<file path="config.mk">
export PLATFORM = sky130hd
export DESIGN_NAME = calc1_port_driver
export DESIGN_NICKNAME = d
export VERILOG_FILES = /design/src/rtl/calc1_pkg.sv /design/src/rtl/calc1_wait_timer.sv /design/src/rtl/calc1_port_driver.sv
export SDC_FILE = /design/constraint.sdc
export NUM_CORES = 1
export LEC_CHECK = 0
export BUFFER_PORTS_ARGS = -buffer_cell sky130_fd_sc_hd__buf_2
export CORE_ASPECT_RATIO = 0.5
export CORE_MARGIN = 3
export CORE_UTILIZATION = 35
export CTS_BUF_LIST = sky130_fd_sc_hd__clkbuf_2
export CTS_CLUSTER_SIZE = 40
export DETAILED_ROUTE_END_ITERATION = 12
export PLACE_DENSITY = 0.61
export SLEW_MARGIN = 0
export SYNTH_ARGS = -nofsm -noshare
export SYNTH_HDL_FRONTEND = slang
export SYNTH_SLANG_ARGS = --single-unit
</file>
<file path="constraint.sdc">
create_clock -name c_clk -period 4.65 [get_ports c_clk]
set_input_delay 0.2325 -clock c_clk [delete_from_list [all_inputs] [get_ports c_clk]]
set_output_delay 0.2325 -clock c_clk [all_outputs]
set_load 0.05 [all_outputs]
</file>
<file path="src/rtl/calc1_pkg.sv">
// Shared definitions for the calc1 port driver: widths, command/response codes
// and the driver state encoding.
package calc1_pkg;

    localparam int unsigned DATA_W = 32;
    localparam int unsigned CMD_W  = 4;
    localparam int unsigned RESP_W = 2;

    typedef logic [0:CMD_W-1]  cmd_t;
    typedef logic [0:DATA_W-1] data_t;
    typedef logic [0:RESP_W-1] resp_t;

    localparam cmd_t CMD_NOP = 4'd0;
    localparam cmd_t CMD_ADD = 4'd1;
    localparam cmd_t CMD_SUB = 4'd2;
    localparam cmd_t CMD_SHL = 4'd5;
    localparam cmd_t CMD_SHR = 4'd6;

    localparam resp_t RESP_NONE    = 2'd0;
    localparam resp_t RESP_OK      = 2'd1;
    localparam resp_t RESP_ERR     = 2'd2;
    localparam resp_t RESP_TIMEOUT = 2'd3;

    typedef enum logic [2:0] {
        ST_IDLE,
        ST_SEND1,
        ST_SEND2,
        ST_WAIT,
        ST_DONE
    } state_t;

endpackage

</file>
<file path="src/rtl/calc1_wait_timer.sv">
// Loadable down-counter; expired is high while the count sits at zero.
module calc1_wait_timer #(
    parameter int unsigned WIDTH = 8
) (
    input  logic             clk,
    input  logic             reset_n,
    input  logic             load,
    input  logic [WIDTH-1:0] load_val,
    input  logic             en,
    output logic             expired
);

    logic [WIDTH-1:0] count_d;
    logic [WIDTH-1:0] count_q;

    always_comb begin
        count_d = count_q;
        if (load) begin
            count_d = load_val;
        end else if (en && (count_q != '0)) begin
            count_d = count_q - 1'b1;
        end
    end

    always_ff @(posedge clk) begin
        if (!reset_n) begin
            count_q <= '0;
        end else begin
            count_q <= count_d;
        end
    end

    assign expired = (count_q == '0);

endmodule

</file>
<file path="src/rtl/calc1_port_driver.sv">
// Sequences one calc1 port: accepts an operation, drives the two-cycle request,
// waits (with timeout) for the response and holds the result until consumed.
module calc1_port_driver
    import calc1_pkg::*;
#(
    parameter int unsigned TIMEOUT = 64,
    parameter int unsigned CNT_W   = 16
) (
    input  logic             c_clk,
    input  logic             reset_n,
    input  logic             op_valid,
    output logic             op_ready,
    input  logic [0:3]       op_cmd,
    input  logic [0:31]      op_data1,
    input  logic [0:31]      op_data2,
    output logic [0:3]       req_cmd_out,
    output logic [0:31]      req_data_out,
    input  logic [0:1]       calc_resp,
    input  logic [0:31]      calc_data,
    output logic             res_valid,
    input  logic             res_ready,
    output logic [0:1]       res_resp,
    output logic [0:31]      res_data,
    output logic [CNT_W-1:0] issue_cnt,
    output logic [CNT_W-1:0] timeout_cnt
);

    localparam int unsigned TMR_W = $clog2(TIMEOUT + 1);

    state_t           state_d, state_q;
    logic             op_ready_d, op_ready_q;
    logic             res_valid_d, res_valid_q;
    cmd_t             req_cmd_d, req_cmd_q;
    data_t            req_data_d, req_data_q;
    data_t            op_data2_d, op_data2_q;
    resp_t            res_resp_d, res_resp_q;
    data_t            res_data_d, res_data_q;
    logic [CNT_W-1:0] issue_cnt_d, issue_cnt_q;
    logic [CNT_W-1:0] timeout_cnt_d, timeout_cnt_q;
    logic             tmr_expired;

    // Loaded with TIMEOUT-1 on the way into WAIT, so expiry is seen on the
    // TIMEOUT-th WAIT edge.
    calc1_wait_timer #(
        .WIDTH (TMR_W)
    ) u_wait_timer (
        .clk      (c_clk),
        .reset_n  (reset_n),
        .load     (state_q == ST_SEND2),
        .load_val (TMR_W'(TIMEOUT - 1)),
        .en       (state_q == ST_WAIT),
        .expired  (tmr_expired)
    );

    always_comb begin
        state_d       = state_q;
        op_data2_d    = op_data2_q;
        req_cmd_d     = '0;
        req_data_d    = '0;
        res_resp_d    = res_resp_q;
        res_data_d    = res_data_q;
        issue_cnt_d   = issue_cnt_q;
        timeout_cnt_d = timeout_cnt_q;

        unique case (state_q)
            ST_IDLE: begin
                if (op_valid && op_ready_q) begin
                    state_d    = ST_SEND1;
                    op_data2_d = op_data2;
                    req_cmd_d  = op_cmd;
                    req_data_d = op_data1;
                end
            end
            ST_SEND1: begin
                state_d     = ST_SEND2;
                req_data_d  = op_data2_q;
                issue_cnt_d = issue_cnt_q + 1'b1;
            end
            ST_SEND2: begin
                state_d = ST_WAIT;
            end
            ST_WAIT: begin
                // A response on the expiry edge takes precedence over the timeout.
                if (calc_resp != RESP_NONE) begin
                    state_d    = ST_DONE;
                    res_resp_d = calc_resp;
                    res_data_d = calc_data;
                end else if (tmr_expired) begin
                    state_d       = ST_DONE;
                    res_resp_d    = RESP_TIMEOUT;
                    res_data_d    = '0;
                    timeout_cnt_d = timeout_cnt_q + 1'b1;
                end
            end
            ST_DONE: begin
                if (res_ready) begin
                    state_d = ST_IDLE;
                end
            end
            default: begin
                state_d = ST_IDLE;
            end
        endcase

        op_ready_d  = (state_d == ST_IDLE);
        res_valid_d = (state_d == ST_DONE);
    end

    always_ff @(posedge c_clk) begin
        if (!reset_n) begin
            state_q       <= ST_IDLE;
            op_ready_q    <= 1'b0;
            res_valid_q   <= 1'b0;
            req_cmd_q     <= '0;
            req_data_q    <= '0;
            op_data2_q    <= '0;
            res_resp_q    <= '0;
            res_data_q    <= '0;
            issue_cnt_q   <= '0;
            timeout_cnt_q <= '0;
        end else begin
            state_q       <= state_d;
            op_ready_q    <= op_ready_d;
            res_valid_q   <= res_valid_d;
            req_cmd_q     <= req_cmd_d;
            req_data_q    <= req_data_d;
            op_data2_q    <= op_data2_d;
            res_resp_q    <= res_resp_d;
            res_data_q    <= res_data_d;
            issue_cnt_q   <= issue_cnt_d;
            timeout_cnt_q <= timeout_cnt_d;
        end
    end

    assign op_ready     = op_ready_q;
    assign res_valid    = res_valid_q;
    assign req_cmd_out  = req_cmd_q;
    assign req_data_out = req_data_q;
    assign res_resp     = res_resp_q;
    assign res_data     = res_data_q;
    assign issue_cnt    = issue_cnt_q;
    assign timeout_cnt  = timeout_cnt_q;

endmodule
</file>
==> impl_results.md <==
- Clock power share: about 30%
- Origin of the worst setup path: state_q[1]
- DIE HEIGHT: roughly 94 um
- Starting Density: 36.6%
- Post-Syn Instances: 585
- Post-synthesis async set-or-reset flop share: 0%
- Cell taking the most area after synthesis: dfxtp_1
- Routed vias/inst: just under 5
- Area post-placement: about 6600 um2
- HPWL after DPL: 9.99 mm
- Int Pwr: between 1.5 and 2 mW
- Core area: 14800 um2
- Net count after synthesis: around 690
- Via count: between 5000 and 6000
- Pin count of the biggest net entering global routing: 65
- Most common cell in the synthesized netlist: dfxtp_1
- Dpl cells: between 900 and 1000
- Final-layout fill cell count: between 1000 and 1500
- Average size of a mapped cell: 9.23 um2
- Ys flop type: dfxtp_1
- Detail Route Antenna Nets: 0
- Maximum VDD drop: 0.000151 V
- Outcome: completed
- Sequential share of the synthesized area: 54.1%
- Vias in the first global route: 5223
- Clock Sinks: ~150
- Sequential cell area: 2920 um2
- FF+latch count, synth: 146
- Max clock buf depth: 2
- Tcrit/Tclk final: about 56%
- Fin area: ~8000 um2
- Period minus WS final: ~2600 ps
- Slew Viols, Final: 0
- Synthesis warning total: 0
- IO Port Bufs: roughly 210
- Nets: around 1000
- R2R Path Start: state_q[1]
- Max Clock Skew: 46.9 ps
- RSZ-0062 raised after global routing: false
- Worst path depth: 4
- Initial antenna violation count: 0
- Setup TNS: 0 ps
- Worst Path Required: about 5300 ps
- Seq pwr share: a little over half
- Relative slew slack: about a fifth
- Fraction of layout cells with a size suffix above 1: between 20% and 30%
- Hold Path Origin: calc_data[23]
- Area fraction of the dominant cell type after synthesis: a little over half
- Routability cong.: roughly 0.80
- Multi-input gate area: 2290 um2
- # rows: 31
- Buffer and inverter count on the worst path: 0
- Residual DRC count: 0
- Die outline width: roughly 180 um
- Max-cap violations: 0
- LEAKAGE: between 3 and 4 nW
- Hold WS: 295 ps
- Final setup viols: 0
- Crit Path Max Fanout: 32
- CTS Buf Count: 17
- Crit-path leading delay family: simple AND/OR/NAND/NOR gates
- GRT Util Overall: between 10% and 20%
- Final Hold Fails: 0
- Crit path arrival time: ~3200 ps
- Die area: roughly 17000 um2
- Number of synthesized flops with an enable pin: 0
- CTS tree: built
- Initial DRT Pass Iterations: 4
- Num ports: 210
- Synth area leaders: dfxtp_1 54%, nand2_1 5.7%, a22o_1 5.2%
- PwrDens: 321 nW/um2
- Finished Layout Cells: 1097
- Cell breakdown of the critical path: nor2b_1 -> nand2_1 -> nor3_4 -> a22o_1
- H-tree depth: 4
- Top post-synthesis cells by count: 146 x dfxtp_1, 82 x nand2_1, 54 x a21oi_1, 53 x nor2_1
- R2r worst-path depth: 4
- Post-synthesis cell type count: 47
- First-pass GRT wire length: ~25 mm
- WL/cell: roughly 14 um
- First DRT Iteration DRCs: between 200 and 300
- Clock-pin slew on the worst setup and hold paths: roughly 220 ps
- P&R area growth vs syn: 47.0%
- Hold crit path type: input pin to register
- Routed WL: 15.7 mm
- Max stage delay on crit path: 1000 ps
- GR Overflow Total: 0
- Comb power frac: ~17%
- Worst path slowest cell: nor3_4
- Root Driver: clkbuf_2
- Crit. End Element: register
- Mapped cell area: 5400 um2
- CP Launch Type: register
- Fmax: about 0.38 GHz
- Setup CP Type: register to register
- NetSw: ~0.77 mW
- Post-cts resize count: 0
- Worst Hold Depth: 3
- Worst-Skew Late Latency: 670 ps
- Net Sw Frac: 30.1%
- Slew of the pin with the lowest slew margin: 1180 ps
## worst min-delay path, cell delays in order
cell           delay, ps
dlygate4sd3_1        510
buf_2                 90
a22o_1               110
## layout make-up
type	count	area share, %
tap	198	3.12
clock inverter	13	2.06
inverter	9	0.425
timing repair buffer	324	27.5
multi-input combinational	388	28.9
sequential	146	36.8
antenna	1	0.0315
clock buffer	18	1.13
## metal layers
metal	routed length, um	vias up	share of wire, %	global-route usage (%)
li1	-	2689	-	-
met1	6780	2538	43	21.6
met2	7660	160	49	30.5
met3	856	33	5.5	4.06
met4	361	0	2.3	8.17
met5	0	-	0	0
## final timing paths
kind / to / slack, ps
max: res_data[17] / 2040
min: res_data[23] / 290
min reg2reg: u_wait_timer.count_q[6] / 470
max reg2reg: res_data[17] / 2040
## kinds of logic (layout without fill, tap and decap cells)
kind of cell,count (synthesis),in the layout,share of synthesized area [%]
multiplexers,5,5,0.927
AND/OR/NAND/NOR,215,215,19.5
buffers and inverters,51,364,3.89
flip-flops,146,146,54.1
XOR/XNOR,13,13,2.11
adder cells (fa/ha/maj),3,3,0.695
other,0,1,0
AO/OA/AOI/OAI,152,152,18.7
## through the flow
stage	setup WS [ps]	util (%)	power, mW
floorplan	2700	-	1.62
CTS	2070	53.7	2.57
global placement	1930	44.5	1.73
finish	2040	53.7	2.55
global route	1790	53.7	2.66
detailed placement	1840	44.5	1.74
## layout by cell type, fill, tap and decap left out, types with 2 or more instances in the layout
master         count
a21oi_1           53
a22o_1            32
a22oi_1           32
o21ai_0           14
or4_1              4
inv_1              8
nor2_1            53
nor4b_1            2
buf_4              4
clkbuf_2          18
nand2_1           82
or3_1             13
ha_1               3
a31oi_1            3
nor4bb_1           2
xnor2_1           12
and3_1             6
nand3_1           12
and4_1             3
nand4_1            9
a211oi_1           2
mux2i_1            5
dlygate4sd3_1    111
nor3b_1            3
clkinvlp_4         4
buf_2            209
clkinv_4           4
nor3_1             3
o21a_1             4
o31ai_1            4
dfxtp_1          146
bufinv_16          3
nand2b_1           5
nor4_1             7
## flip-flops by register name (all words and copies together), names as in the netlist
register / flops
state_q: 3
req_data_out: 32
u_wait_timer.count_q: 7
res_valid: 1
op_data2_q: 32
timeout_cnt: 16
res_data: 32
op_ready: 1
res_resp: 2
req_cmd_out: 4
issue_cnt: 16
## power groups by stage
stage | combinational (mW) | sequential, mW | clock (mW)
after global routing | 0.489 | 1.35 | 0.824
final | 0.445 | 1.34 | 0.761
after floorplan | 0.191 | 1.43 | 0
after CTS | 0.442 | 1.34 | 0.786
after detailed placement | 0.370 | 1.37 | 0
after global placement | 0.367 | 1.37 | 0
## repair_timing
item / CTS / global route
hold endpoints to repair: 111 / 0
setup buffers: 0 / 0
hold buffers: 111 / 0
(Power assumes the default switching activity.)
